--- config.mk ---
export PLATFORM = sky130hd
export DESIGN_NAME = speaker_i2s_ctl
export DESIGN_NICKNAME = d
export VERILOG_FILES = /design/src/rtl/speaker_i2s_ctl.sv
export SDC_FILE = /design/constraint.sdc
export NUM_CORES = 1
export LEC_CHECK = 0
export BUFFER_PORTS_ARGS = -buffer_cell sky130_fd_sc_hd__buf_4
export CORE_UTILIZATION = 59
export CTS_CLUSTER_SIZE = 10
export DETAILED_ROUTE_END_ITERATION = 12
export PLACE_DENSITY = 0.92
export SLEW_MARGIN = 15
export SYNTH_ARGS = -nofsm -noshare
export SYNTH_HDL_FRONTEND = slang
export SYNTH_SLANG_ARGS = --single-unit
--- constraint.sdc ---
create_clock -name clk_100mhz -period 5.1 [get_ports clk_100mhz]
set_clock_uncertainty 0.05 [all_clocks]
set_input_delay 0.765 -clock clk_100mhz [delete_from_list [all_inputs] [get_ports clk_100mhz]]
set_output_delay 0.765 -clock clk_100mhz [all_outputs]
set_load 0.02 [all_outputs]
--- src/rtl/speaker_i2s_ctl.sv ---
// speaker_i2s_ctl: I2S output stage for the Pmod DAC. A free-running 9-bit frame counter
// provides MCLK/SCK/LRCK, and the latched stereo sample is shifted out on SDIN.
module speaker_i2s_ctl (
  input  logic        clk_100mhz,
  input  logic        rst_n,
  input  logic [15:0] audio_left,
  input  logic [15:0] audio_right,
  output logic        audio_mclk,
  output logic        audio_sck,
  output logic        audio_lrck,
  output logic        audio_sdin,
  output logic        frame_req
);

  logic [8:0]  r_cnt;
  logic [15:0] r_hold_l;
  logic [15:0] r_hold_r;
  logic        r_sdin;

  logic [8:0]  w_cnt_next;
  logic [4:0]  w_slot;
  logic [3:0]  w_bit_idx;
  logic        w_frame_end;
  logic        w_slot_end;
  logic        w_sdin_next;

  assign w_cnt_next  = r_cnt + 9'd1;
  assign w_slot      = w_cnt_next[8:4];
  assign w_frame_end = (r_cnt == 9'd511);
  assign w_slot_end  = (r_cnt[3:0] == 4'd15);

  // Slot s maps to bit (-s mod 16): slots 1..16 give left bits 15..0, slots 17..31 give
  // right bits 15..1, and slot 0 gives the previous frame's right LSB (I2S delay bit).
  assign w_bit_idx = 4'd0 - w_slot[3:0];

  always_comb begin
    w_sdin_next = r_hold_r[w_bit_idx];
    if ((w_slot != 5'd0) && (w_slot <= 5'd16)) begin
      w_sdin_next = r_hold_l[w_bit_idx];
    end
  end

  always_ff @(posedge clk_100mhz or negedge rst_n) begin
    if (!rst_n) begin
      r_cnt    <= 9'd0;
      r_hold_l <= 16'd0;
      r_hold_r <= 16'd0;
      r_sdin   <= 1'b0;
    end else begin
      r_cnt <= w_cnt_next;
      // Slot 0 reads the old right hold value; the reload lands on the same edge.
      if (w_slot_end) begin
        r_sdin <= w_sdin_next;
      end
      if (w_frame_end) begin
        r_hold_l <= audio_left;
        r_hold_r <= audio_right;
      end
    end
  end

  assign audio_mclk = r_cnt[1];
  assign audio_sck  = r_cnt[3];
  assign audio_lrck = r_cnt[8];
  assign audio_sdin = r_sdin;
  assign frame_req  = w_frame_end;

endmodule

==> results of run 1 <==
critical path, delay by kind of cell, from the launching register on:
family / cells / cell delay, ps
compound gates: 3 / 910
flops: 1 / 450
xor+xnor: 1 / 190
fa+ha+maj: 2 / 870
simple gates: 1 / 470
mux: 1 / 360
routing by layer:
| metal | vias up | routed length (µm) | share of wire (%) |
|---|---|---|---|
| li1 | 636 | - | - |
| met1 | 718 | 1674 | 41 |
| met2 | 42 | 2163 | 53 |
| met3 | 8 | 160 | 3.9 |
| met4 | 0 | 57 | 1.4 |
| met5 | - | 0 | 0 |
state kept, by name, indices dropped and copies added, names as in the netlist:
register and count:
r_hold_r 16, r_hold_l 16, r_cnt 9, audio_sdin 1
final cells by class:
| cell class | instances | area, µm² | area share (%) |
|---|---|---|---|
| inverters | 7 | 26.28 | 1.081 |
| multi-input cells | 93 | 947.2 | 38.98 |
| clock inverters | 2 | 13.76 | 0.5664 |
| well taps | 46 | 57.56 | 2.369 |
| repair buffers | 39 | 292.8 | 12.05 |
| clock buffers | 6 | 41.29 | 1.699 |
| flip-flops and latches | 42 | 1051 | 43.25 |
how the worst max path moves through the flow:
| stage | cells after the start | end |
|---|---|---|
| 3_5_place_dp | 8 | audio_sdin |
| 3_3_place_gp | 8 | audio_sdin |
| 2_1_floorplan | 10 | audio_sdin |
| 6_report | 8 | audio_sdin |
| 5_1_grt | 8 | audio_sdin |
| 4_1_cts | 8 | audio_sdin |
where the power goes:
part	internal, mW	total [mW]	switching [mW]
Combinational	0.0158	0.0252	0.00934
Clock	0.0543	0.161	0.107
Sequential	0.333	0.333	0
placed cells by master, fill, tap and decap left out, types with 2 or more instances in the layout:
cell type	Yosys	layout
mux2_2	25	25
clkbuf_4	0	5
or3_1	2	2
nand2_1	3	3
nor3b_1	3	3
mux2_1	8	8
ha_1	3	3
xnor2_1	4	4
mux2i_1	2	2
dfrtp_1	42	42
buf_4	0	39
nand3_1	5	5
nor2_1	3	3
mux4_2	6	6
xor2_1	4	4
inv_1	7	7
nand4_1	2	2
nor3_1	3	3
a2111oi_0	2	2
through the flow:
| stage | power [mW] | hold WS [ps] | util, % | cell area [µm²] |
|---|---|---|---|---|
| global route | 0.5406 | 340.9 | 72.82 | 2430 |
| finish | 0.5190 | 333.3 | 72.82 | 2430 |
| floorplan | 0.3396 | 398.8 | - | 2059 |
| detailed placement | 0.3651 | 416.3 | 71.17 | 2375 |
| CTS | 0.5230 | 340.4 | 72.82 | 2430 |
| global placement | 0.3639 | 411.9 | 71.17 | 2375 |
logic make-up after synthesis:
group,Yosys count
flops,42
xor+xnor,9
buf+inv,14
simple gates,27
compound gates,12
fa+ha+maj,3
mux,42
==> results.cfg, run 1 <==
[setup_path]
crit_required_ps = 5270
cp_common_cell = ha_1
r2r-end = audio_sdin
crit_chain = ha_1 -> and3_1 -> xnor2_4 -> ha_1 -> mux2_1 -> o32a_1 -> a2111oi_0 -> o41ai_1
cp_max_fo = 10
cp-startpoint = r_cnt[1]
critPathKind = reg2reg
reg2reg_from = r_cnt[1]
arrival_ps = 3600
cp-start-kind = register
r2r_cells = 8
worst-r2r-setup-slack_ps = 1670
endpoint_kind = register
cpPeakStageDelay_ps = 600
cpMaxStageDelayCell = ha_1

[routing]
num_vias = 1404
avgRoutedWirePerCell_um = 17.26
antenna_left = 0
routed_wl_um = 4055
drtIter0Drc = 58
viasPerCell = 5.974
drt-pass1-iter-count = 4
drc = 0

[global_route]
grtUsageMet3_pct = 6.303
track_usage_pct = 25.17
grt_pass1_wl_um = 6596
grt_overflow = 0
grt_pass1_vias = 1410
grt_max_degree = 43
top_usage_layer = met2
met1_usage_pct = 30.87
grt_antenna_before_repair = 0
grtUsageMet2_pct = 43.32

[synth]
synthSimpleGateAreaFrac_pct = 7.716
synth_compound_area_share_pct = 4.860
syn_area_mm2 = 0.002059
seq_area_frac_synth_pct = 51.03
synth_flop_cell = dfrtp_1
synth.distinct_cells = 39
synth_common_cells = dfrtp_1 (42), mux2_2 (25), mux2_1 (8), inv_1 (7), mux4_2 (6)
synth-xor-area-share_pct = 4.739
syn-mean-instance-area_um2 = 13.82
synthArstFlopShare_pct = 100.0
synth_cells = 149
synth_edf_count = 0
yosysMostFrequentCell = dfrtp_1
yosysWarnings = 0
synth_top_cell_area_share_pct = 51.03
synth_area_leaders = dfrtp_1 (51%), mux2_2 (14%), mux4_2 (6.6%), mux2_1 (4.4%), ha_1 (1.8%)
synth_largest_area_cell = dfrtp_1
synth_seq_cells = 42
synthAdderAreaFrac_pct = 1.823
syn_nets = 186
synthMuxAreaShare_pct = 26.85
synth_top_family_by_area = multiplexers

[timing]
hold_violations = 0
final.setup.tns_ps = 0
setup_viol = 0
worst_slack_ps = 1674
drv_slew = 0
maxSlewHeadroom_pct = 56.91
max_freq_ghz = 0.2919
fin_crit_ps = 3426
fin_crit_sh_pct = 67.18
tightest_slew_ps = 646.3
grt_setup_unrepaired = false

[floorplan]
coreArea_mm2 = 0.003337
fp.dieW_um = 61.08
ios = 39
fp-row-count = 21
start_util_pct = 61.72
die_y_um = 61.08
dieArea_mm2 = 0.003731

[cts]
post-cts-setup-buffers = 0
cts_tree = done
ctsResizeCount = 0
clock_sinks = 42
clk_pin_slew_ps = 130
insertion_delay_ps = 350
h-tree-depth = 2
cts_hold_buf = 0
numCtsBuffers = 5
cts-root-buf = clkbuf_4
clock_path_buffers = 2

[outcome]
run_status = finished, final reports clean

[finish]
nNetsFinal = 225
drive_gt1_share_pct = 42.33
antennaDiodeCount = 0
areaGrowthSynthToFinish_pct = 17.98
fillerInstances = 233
fin_cells = 235

[placed_design]
routabilityCongestion = 0.8262
port_buffers = 38
post-dp-hpwl_um = 2958
dpl.cell_count = 227
dp_slack_ps = 1768

[power]
leakage_nw = 1.185
peakVddDrop_v = 0.0001934
p_per_area_mw_per_mm2 = 213.6

[flow_run]
maxCapViolCount = 0

[hold_path]
hp-class = in2async
Note: power is estimated with default switching activity, not from simulation.
==> inputs of run 2 (changes only) <==
CORE_UTILIZATION = 49   (was 59)
PLACE_DENSITY = 0.83   (was 0.92)
clock period = 2.92 ns   (was 5.1 ns; I/O delays follow)
==> run 2 against run 1 <==
Clock-buffer cell count is 1 lower. Worst hold slack worse by 280 ps. Final cell count is 3.4% higher. Fmax is 24% higher. Largest power group unchanged. Global-route usage is 3.2 points lower. Combinational power is 75% higher. Clock power grew to 2.8 times the previous value. Non-clock buffer count is 4 higher. Sequential share of layout area is 1.8 points lower. Sequential power is 74% higher. Setup slack worse by 1500 ps. Critical endpoint unchanged.
==> results.cfg, run 2 (synthesis gave the netlist of run 1 again) <==
[finish]
final_common_cell = buf_4
antennaDiodeCount = 0
nNetsFinal = 229
areaGrowthSynthToFinish_pct = 23.27
reg_top3 = r_hold_l: 16 flops, r_hold_r: 16 flops, r_cnt: 9 flops
drive_gt1_share_pct = 45.60
mostFrequentLayoutCells = buf_4 (43), dfrtp_1 (41), mux2_2 (25), mux2_1 (8), inv_1 (7)
fillerInstances = 314
fin_util_pct = 63.01
fin_area_mm2 = 0.002539

[placed_design]
port_buffers = 38
post-dp-hpwl_um = 3040
placed_area_mm2 = 0.002430
routabilityCongestion = 0.9182

[setup_path]
cp_max_fo = 9
crit_required_ps = 3050
critPathKind = reg2reg
endpoint_kind = register
arrival_ps = 2880
cp-start-kind = register

[floorplan]
start_util_pct = 51.12
die_y_um = 66.83
fp.dieW_um = 66.83
coreArea_mm2 = 0.004029
dieArea_mm2 = 0.004466
ios = 39
fp-row-count = 23

[timing]
grt_setup_unrepaired = false
maxSlewHeadroom_pct = 62.30
final.setup.tns_ps = 0
max_freq_ghz = 0.3627
fin_crit_sh_pct = 94.42
hold_violations = 0
drv_slew = 0
tightest_slew_ps = 560.8
setup_viol = 0
fin_crit_ps = 2757

[routing]
num_vias = 1365
wl_met2_um = 2180
drtIter0Drc = 81
viasPerCell = 5.617
wirelength_met1_um = 1658
drt-pass1-iter-count = 4
routed_wl_um = 4088
avgRoutedWirePerCell_um = 16.82
antenna_left = 0
top_layer = met4
drc = 0
met3_length_um = 162

[outcome]
run_status = finished, final reports clean

[cts]
post-cts-setup-buffers = 0
cts-root-buf = clkbuf_8
ctsResizeCount = 0
h-tree-depth = 2
cts_tree = done
clk_pin_slew_ps = 80
clock_path_buffers = 2
numCtsBuffers = 5
cts_hold_buf = 0
clock_sinks = 42
insertion_delay_ps = 300

[power]
p_per_area_mw_per_mm2 = 423.6
leakage_nw = 1.232
peakVddDrop_v = 0.0003094

[global_route]
grt_pass1_wl_um = 6969
track_usage_pct = 21.98
grt_pass1_vias = 1505
grt_max_degree = 43
grt_overflow = 0
grt_antenna_before_repair = 0

[hold_path]
hp-class = in2async

[flow_run]
maxCapViolCount = 0
[run 2: cell count changes in the layout (fill, tap and decap cells not counted), sizes merged]
| cell | before | now |
|---|---|---|
| bufinv | 0 | 1 |
| buf | 39 | 43 |
| clkbuf | 6 | 5 |
[run 2: per-stage QoR]
step	hold slack (ps)	worst slack [ps]	power [mW]	instances
2_1_floorplan	92.41	15.72	0.5932	149
3_3_place_gp	386.1	342.8	0.6357	235
3_5_place_dp	392.9	209.7	0.6378	235
4_1_cts	68.92	191.5	1.088	243
5_1_grt	85.32	45.98	1.117	243
6_report	50.23	162.8	1.075	243
[run 2: final timing paths]
kind	slack [ps]	end	cells past startpoint	from
worst max-delay path	160	audio_sdin	9	r_cnt[0]
worst min-delay path	50	r_cnt[3]	1	rst_n
worst max register to register	160	audio_sdin	9	r_cnt[0]
worst min register to register	440	r_hold_l[1]	1	r_hold_l[1]
max in group asynchronous	2400	r_cnt[1]	1	rst_n
min in group clk_100mhz	300	r_hold_r[13]	2	audio_right[13]
[run 2: layer usage]
| metal | vias to the layer above | track usage [%] |
|---|---|---|
| met5 | - | 0 |
| met4 | 0 | 10.37 |
| met3 | 10 | 6.849 |
| met2 | 38 | 36.11 |
| met1 | 680 | 26.01 |
| li1 | 637 | - |
[run 2: where the power goes]
part           switching (mW)  internal [mW]  total (mW)
Sequential                  0          0.581       0.581
Clock                   0.199          0.251       0.450
Combinational          0.0164         0.0277      0.0441
Total                   0.215          0.860        1.08
[run 2: critical path, stage by stage (launching register included)]
cell and delay, ps:
dfrtp_1 450, ha_4 200, and3_1 210, xnor2_4 160
ha_1 310, buf_4 190, mux4_2 290, nor3b_1 150
a2111oi_0 480, o41ai_1 130
[run 2: cell type report]
class | count | area, µm² | area share (%)
flip-flops and latches | 42 | 1052 | 41.45
clock buffers | 5 | 68.82 | 2.711
repair buffers | 43 | 322.8 | 12.72
inverters | 7 | 26.28 | 1.035
clock inverters | 3 | 40.04 | 1.577
multi-input cells | 93 | 965.9 | 38.05
well taps | 50 | 62.56 | 2.464
==> inputs of run 3 (changes only) <==
CORE_UTILIZATION = 45   (was 49)
PLACE_DENSITY = 0.78   (was 0.83)
==> run 3 against run 2 <==
Via count shrank 0.81%. First-iteration DRC count shrank 54%. Core utilization shrank 5.3 points. Fmax is 2.0% higher. Clock power decreased by 15%. Combinational power down 0.9%. Die area grew 8.6%. Non-clock buffer count stayed put. Power decreased by 6.2%. Critical endpoint unchanged.
==> results.cfg, run 3 (synthesis gave the netlist of run 1 again) <==
[global_route]
grt_max_degree = 43
grt_overflow = 0
grtUsageMet3_pct = 5.523
track_usage_pct = 18.61
met1_usage_pct = 22.70
grtUsageMet2_pct = 30.85
top_usage_layer = met2
grt_pass1_vias = 1481
grt_pass1_wl_um = 6955
grt_antenna_before_repair = 0

[routing]
num_vias = 1354
antenna_left = 0
viasPerCell = 5.527
drc = 0
routed_wl_um = 4006
drt-pass1-iter-count = 4
drtIter0Drc = 37
avgRoutedWirePerCell_um = 16.35

[placed_design]
dp_slack_ps = 222.2
placed_area_mm2 = 0.002432
routabilityCongestion = 0.9135
port_buffers = 38
dpl.cell_count = 237
post-dp-hpwl_um = 3054

[timing]
tightest_slew_ps = 586.4
final.setup.tns_ps = 0
max_freq_ghz = 0.3700
drv_slew = 0
maxSlewHeadroom_pct = 60.58
hold_violations = 0
fin_crit_sh_pct = 92.56
grt_setup_unrepaired = false
worst_slack_ps = 217.4
fin_crit_ps = 2703
setup_viol = 0

[power]
p_per_area_mw_per_mm2 = 399.0
leakage_nw = 1.222
p_seq_share_pct = 57.6
pwr-share-comb_pct = 4.3
p_sw_mw = 0.2102
pwr-share-clk_pct = 38.1
peakVddDrop_v = 0.0002840
internal-power_mw = 0.7986
p_sw_share_pct = 20.84

[floorplan]
start_util_pct = 46.97
ios = 39
dieArea_mm2 = 0.004851
fp.dieW_um = 69.65
fp-row-count = 24
coreArea_mm2 = 0.004384
die_y_um = 69.65

[cts]
insertion_delay_ps = 300
cts-root-buf = clkbuf_8
h-tree-depth = 2
post-cts-setup-buffers = 0
clock_sinks = 42
ctsResizeCount = 0
cts_hold_buf = 0
clk_pin_slew_ps = 70
cts_tree = done
clock_path_buffers = 2
numCtsBuffers = 5

[setup_path]
endpoint_kind = register
arrival_ps = 2820
critical_path_buf_inv_count = 0
cp_max_fo = 5
worst-r2r-setup-slack_ps = 220
critPathTopFamily = compound AO/OA/AOI/OAI gates
crit_required_ps = 3040
critPathKind = reg2reg
cp-start-kind = register
cpMaxStageDelayCell = dfrtp_1
crit_chain = ha_4 -> and3_1 -> xnor2_4 -> ha_1 -> mux2_1 -> o32a_1 -> a2111oi_2 -> o41ai_1
cpPeakStageDelay_ps = 450

[finish]
antennaDiodeCount = 0
nNetsFinal = 229
drive_gt1_share_pct = 45.60
fin_util_pct = 57.68
ff_latch_area_mm2 = 0.001052
multi_input_area_um2 = 967.2
final_common_cell = buf_4
reg_top3 = r_hold_l: 16 flops, r_hold_r: 16 flops, r_cnt: 9 flops
fin_cells = 245
areaGrowthSynthToFinish_pct = 22.78
fillerInstances = 358
mostFrequentLayoutCells = buf_4 (43), dfrtp_1 (41), mux2_2 (25), mux2_1 (8), inv_1 (7)
fin_area_mm2 = 0.002529

[flow_run]
maxCapViolCount = 0

[hold_path]
hp-class = in2async

[outcome]
run_status = finished, final reports clean
run 3: cell count changes in the layout (fill, tap and decap cells not counted), sizes merged:
cell,delta
bufinv,-1
clkbuf,+1
clkinv,-1
clkinvlp,+1
run 3: power by group through the flow:
stage	clock, mW	combinational, mW	sequential [mW]
final	0.384	0.0437	0.581
after global routing	0.422	0.0481	0.581
after CTS	0.396	0.0450	0.581
after detailed placement	0	0.0450	0.593
after global placement	0	0.0432	0.593
after floorplan	0	0.000371	0.593
run 3: stage by stage:
step | hold slack [ps] | total power, mW
2_1_floorplan | 92.41 | 0.5932
3_3_place_gp | 383.6 | 0.6358
3_5_place_dp | 400.0 | 0.6376
4_1_cts | 77.02 | 1.022
5_1_grt | 91.04 | 1.051
6_report | 55.59 | 1.009
run 3: final timing paths:
path | cells after the start | endpoint | from
worst max-delay path | 8 | audio_sdin | r_cnt[0]
worst min-delay path | 1 | r_cnt[2] | rst_n
worst max register to register | 8 | audio_sdin | r_cnt[0]
worst min register to register | 1 | r_hold_l[13] | r_hold_l[13]
max in group asynchronous | 1 | r_cnt[1] | rst_n
min in group clk_100mhz | 2 | r_hold_l[0] | audio_left[0]
run 3: final cells by class:
type                    instances  area share, %
clock buffers                   6          3.266
clock inverters                 2         0.4948
inverters                       7          1.039
multi-input cells              93          38.25
flip-flops and latches         42          41.61
well taps                      52          2.573
repair buffers                 43          12.77
run 3: metal layers:
metal / share of wire [%] / wire length (µm) / vias up
met4: 2.3 / 93 / 0
met3: 4.2 / 170 / 10
li1: - / - / 641
met2: 51 / 2050 / 34
met5: 0 / 0 / -
met1: 42 / 1690 / 669
